==> src/rtl/traffic_timer.sv <==
// Loadable 4-bit down-counter that saturates at zero, paced by a tick from an optional prescaler.
// Build option: define TIMER_PRESCALE_EN to tick once per PRESCALE_DIV enabled cycles; otherwise every enabled cycle ticks.
module traffic_timer #(
    parameter int PRESCALE_DIV = 100000000,
    parameter int PS_W         = 27
) (
    input  logic       clk,
    input  logic       rst,
    input  logic       timer_en,
    input  logic       timer_load,
    input  logic [3:0] timer_init,
    output logic [3:0] timer_out,
    output logic       timer_zero,
    output logic       timer_done
);

    logic [3:0] timer_q, timer_d;
    logic       done_q, done_d;
    logic       tick;

`ifdef TIMER_PRESCALE_EN
    localparam logic [PS_W-1:0] PS_LAST = PS_W'(PRESCALE_DIV - 1);

    logic [PS_W-1:0] ps_cnt_q, ps_cnt_d;

    // A load restarts the prescaler phase so the first decrement is a full period away.
    always_comb begin
        ps_cnt_d = ps_cnt_q;
        tick     = 1'b0;
        if (timer_load) begin
            ps_cnt_d = '0;
        end else if (timer_en) begin
            if (ps_cnt_q == PS_LAST) begin
                tick     = 1'b1;
                ps_cnt_d = '0;
            end else begin
                ps_cnt_d = ps_cnt_q + 1'b1;
            end
        end
    end

    always_ff @(posedge clk) begin
        if (!rst) begin
            ps_cnt_q <= '0;
        end else begin
            ps_cnt_q <= ps_cnt_d;
        end
    end
`else
    logic unused_cfg;
    assign unused_cfg = (PRESCALE_DIV > 0) && (PS_W > 0);
    assign tick       = timer_en & ~timer_load;
`endif

    always_comb begin
        timer_d = timer_q;
        done_d  = 1'b0;
        if (timer_load) begin
            timer_d = timer_init;
        end else if (tick && (timer_q != 4'd0)) begin
            timer_d = timer_q - 4'd1;
            done_d  = (timer_q == 4'd1);
        end
    end

    always_ff @(posedge clk) begin
        if (!rst) begin
            timer_q <= 4'd0;
            done_q  <= 1'b0;
        end else begin
            timer_q <= timer_d;
            done_q  <= done_d;
        end
    end

    assign timer_out  = timer_q;
    assign timer_zero = (timer_q == 4'd0);
    assign timer_done = done_q;

endmodule

==> config.mk <==
export PLATFORM = sky130hd
export DESIGN_NAME = traffic_timer
export DESIGN_NICKNAME = d
export VERILOG_FILES = /design/src/rtl/traffic_timer.sv
export SDC_FILE = /design/constraint.sdc
export NUM_CORES = 1
export LEC_CHECK = 0
export BUFFER_PORTS_ARGS = -buffer_cell sky130_fd_sc_hd__buf_2
export CORE_AREA = 2 2 39 41
export CTS_CLUSTER_SIZE = 24
export DETAILED_ROUTE_END_ITERATION = 6
export DIE_AREA = 0 0 41 43
export PLACE_DENSITY = 0.5
export REMOVE_ABC_BUFFERS = 1
export SYNTH_ARGS = -nofsm -noshare
export SYNTH_HDL_FRONTEND = slang
export SYNTH_SLANG_ARGS = --single-unit
==> constraint.sdc <==
create_clock -name clk -period 3.7 [get_ports clk]
set_input_delay 0.185 -clock clk [delete_from_list [all_inputs] [get_ports clk]]
set_output_delay 0.185 -clock clk [all_outputs]
set_load 0.005 [all_outputs]
==> results by group <==
Detailed routing
  • Wire length per cell: 11.3 um
  • Via Count: 309
  • DRC: 0
  • ANT nets after route: 0
  • Vias per cell: 4.54
  • Drt first pass iters: 4
  • DRT iter0 DRCs: 10
  • Final WL: 768 um

Layout
  • Layout cells sized above 1: 36.5%
  • Area Growth Syn to Fin: 37.1%
  • Register area: 100 um2
  • Ant diodes: 0
  • Multi-input logic area: 176 um2
  • Finished Core Util: 29.7%
  • Filler instances: 164
  • Layout net count: 63

Clock tree
  • Cts bufs inserted: 3
  • Clk_lat worst skew: 0.25 ns
  • Post_cts resized: 0
  • Reg clk slew, reported paths: 0.05 ns
  • Deepest clock path buffer count: 2
  • CTS tree: yes
  • Cts hold-fix bufs: 0
  • H-Tree Depth: 1
  • Clock Sinks: 5
  • Post-CTS Setup Repair Bufs: 0
  • Root Driver: clkbuf_4

Timing
  • Hold Violations, Final: 0
  • Period utilisation layout: 45.6%
  • Final count of pins violating max slew: 0
  • Slew @ Worst Pin: 0.331 ns
  • Final setup viols: 0
  • Unrepaired setup endpoints after global routing: false
  • Minimum clock period: 1.69 ns
  • Final Skew: 0.00103 ns
  • Slew HR: 77.6%
  • Max Freq: 593 MHz
  • WHS: 0.176 ns
  • Setup TNS: 0 ns

Synth
  • Yosys warning total: 0
  • Cell area after synthesis: 300 um2
  • Mapped Cells: 35
  • Avg Cell Area, Syn: 8.58 um2
  • Seq/Total Area, Yosys: 33.3%
  • Number of synthesized register bits: 5
  • Netlist cell types: 18

Critical path
  • Arrival time worst endpoint: 1.50 ns
  • Startpoint types: flop
  • Worst setup path startpoint: timer_out[0]$_SDFFE_PN0P_
  • Critical R2R Launch: timer_out[0]$_SDFFE_PN0P_
  • Cells on worst reg2reg path: 6
  • Critical path class: flop to output pin
  • Reg2reg setup slack: 2.13 ns
  • Crit path to: timer_zero
  • Worst setup EP type: output pin
  • Critical Path Slowest Stage Cell: or3b_4
  • Worst-path cell chain: inv_1 > ha_1 > or3b_4 > clkinv_4 > buf_2
  • Crit path required time: 3.51 ns
  • Buf/Inv on CP: 3
  • CP top delay family: simple AND/OR/NAND/NOR gates
  • CP Depth: 5
  • Max Fanout on Critical Path: 5
  • Max stage delay on crit path: 0.42 ns
  • End of the worst register-to-register path: timer_out[0]$_SDFFE_PN0P_

Power
  • Pwr dens: 407 nW/um2
  • Leak pwr: 0.199 nW
  • VDD IR-drop max: 0.000102 V

Min path
  • Hold/Removal Path Class: input port to flop

Die
  • Chip width: 41 um
  • Die height: 43 um
  • Initial core utilization: 21.7%
  • Io pins: 14
  • Core box area: 1380 um2
  • Die area: 1760 um2
  • Rows: 14

Placed design
  • RD Place Congestion: 0.711
  • Buffers added on ports: 13
  • Post-DP HPWL: 573 um

Global route
  • Number of global-route vias before repair: 300
  • First-pass GRT wire length: 1200 um
  • Initial antenna violation count: 0
  • Total grt overflow: 0
  • All-Layer GR Usage: 10.1%
  • Largest net degree at the start of global routing: 9

Status
  • Outcome: complete, no violations

Job
  • Max-cap viol count: 0
## layout by cell type (no fill, tap or decap)
cell type and n:
buf_2 13, a21oi_1 2, mux2i_1 1, nor4b_1 1, nor4_1 1, ha_1 2, nand2b_1 2, clkinv_4 1
a21boi_0 1, or3b_4 1, o21ai_0 1, nor2_1 4, clkbuf_1 1, nor3_2 1, nand3_1 4, o2111ai_1 1
o311a_1 2, nand4_1 1, clkbuf_4 3, inv_1 4, dfxtp_1 5
## logic make-up (layout without fill, tap and decap cells)
group,Yosys count,count (layout),synth area share (%)
AOI/OAI and AO/OA,7,7,17.1
and+or+nand+nor,15,15,30.0
buffers and inverters,5,22,7.92
adders and majority gates,2,2,8.33
DFF,5,5,33.3
muxes,1,1,3.33
## worst min-delay path, stage by stage
cell and delay [ns]:
buf_2 0.08, nand3_1 0.06, nand3_1 0.08
## where the power goes
group | switching [W] | total [W] | internal (W)
logic | 0.0000193 | 0.0000376 | 0.0000183
registers | 0.00000493 | 0.0000629 | 0.0000580
clock network | 0.0000259 | 0.0000669 | 0.0000410
total | 0.0000502 | 0.000167 | 0.000117
## per-stage QoR
stage	instance area, um2	total power, W	instances	setup WS (ns)
after global placement	385	0.000102	64	2.15
after detailed placement	385	0.000102	64	2.13
final	412	0.000167	68	2.01
after global routing	412	0.000180	68	1.94
after floorplan	300	0.0000861	35	2.21
after CTS	412	0.000170	68	2.01
## worst min path at each step
stage / start / end / slack (ns) / depth (start not counted)
6_report: timer_init[1] / timer_out[1]$_SDFFE_PN0P_ / 0.18 / 3
3_5_place_dp: timer_init[1] / timer_out[1]$_SDFFE_PN0P_ / 0.43 / 3
3_3_place_gp: timer_init[1] / timer_out[1]$_SDFFE_PN0P_ / 0.43 / 3
5_1_grt: timer_init[1] / timer_out[1]$_SDFFE_PN0P_ / 0.23 / 3
2_1_floorplan: timer_load / timer_done$_SDFF_PP0_ / 0.26 / 1
4_1_cts: timer_init[1] / timer_out[1]$_SDFFE_PN0P_ / 0.17 / 3
## Yosys cell counts (all sizes together)
cell type,n,area (um2)
a21boi,1,7.51
clkinv,1,8.76
inv,4,15.0
o2111ai,1,8.76
nor4b,1,8.76
o21ai,1,5.00
nand4,1,6.26
dfxtp,5,100
a21oi,2,10.0
nor4,1,6.26
ha,2,25.0
o311a,2,20.0
nand3,4,20.0
or3b,1,11.3
nor2,4,15.0
nor3,1,10.0
mux2i,1,10.0
nand2b,2,12.5
## area by class of cell
| cell class | count | area share [%] |
|---|---|---|
| clock buffers | 4 | 6.38 |
| inverters | 5 | 5.78 |
| multi-input cells | 25 | 42.9 |
| flip-flops and latches | 5 | 24.3 |
| well taps | 16 | 4.86 |
| repair buffers | 13 | 15.8 |
## layer usage
metal | routed length [um] | part of all wire (%) | GRT usage [%] | up-vias
li1 | - | - | - | 160
met1 | 348 | 45 | 13.1 | 132
met2 | 318 | 41 | 14.1 | 14
met3 | 79 | 10 | 1.57 | 3
met4 | 22 | 2.9 | 8.00 | 0
met5 | 0 | 0 | 0 | -
## registers in the layout, indices dropped and copies added (netlist names)
| name | flops |
|---|---|
| timer_out | 4 |
| timer_done | 1 |
(Power assumes the default switching activity.)
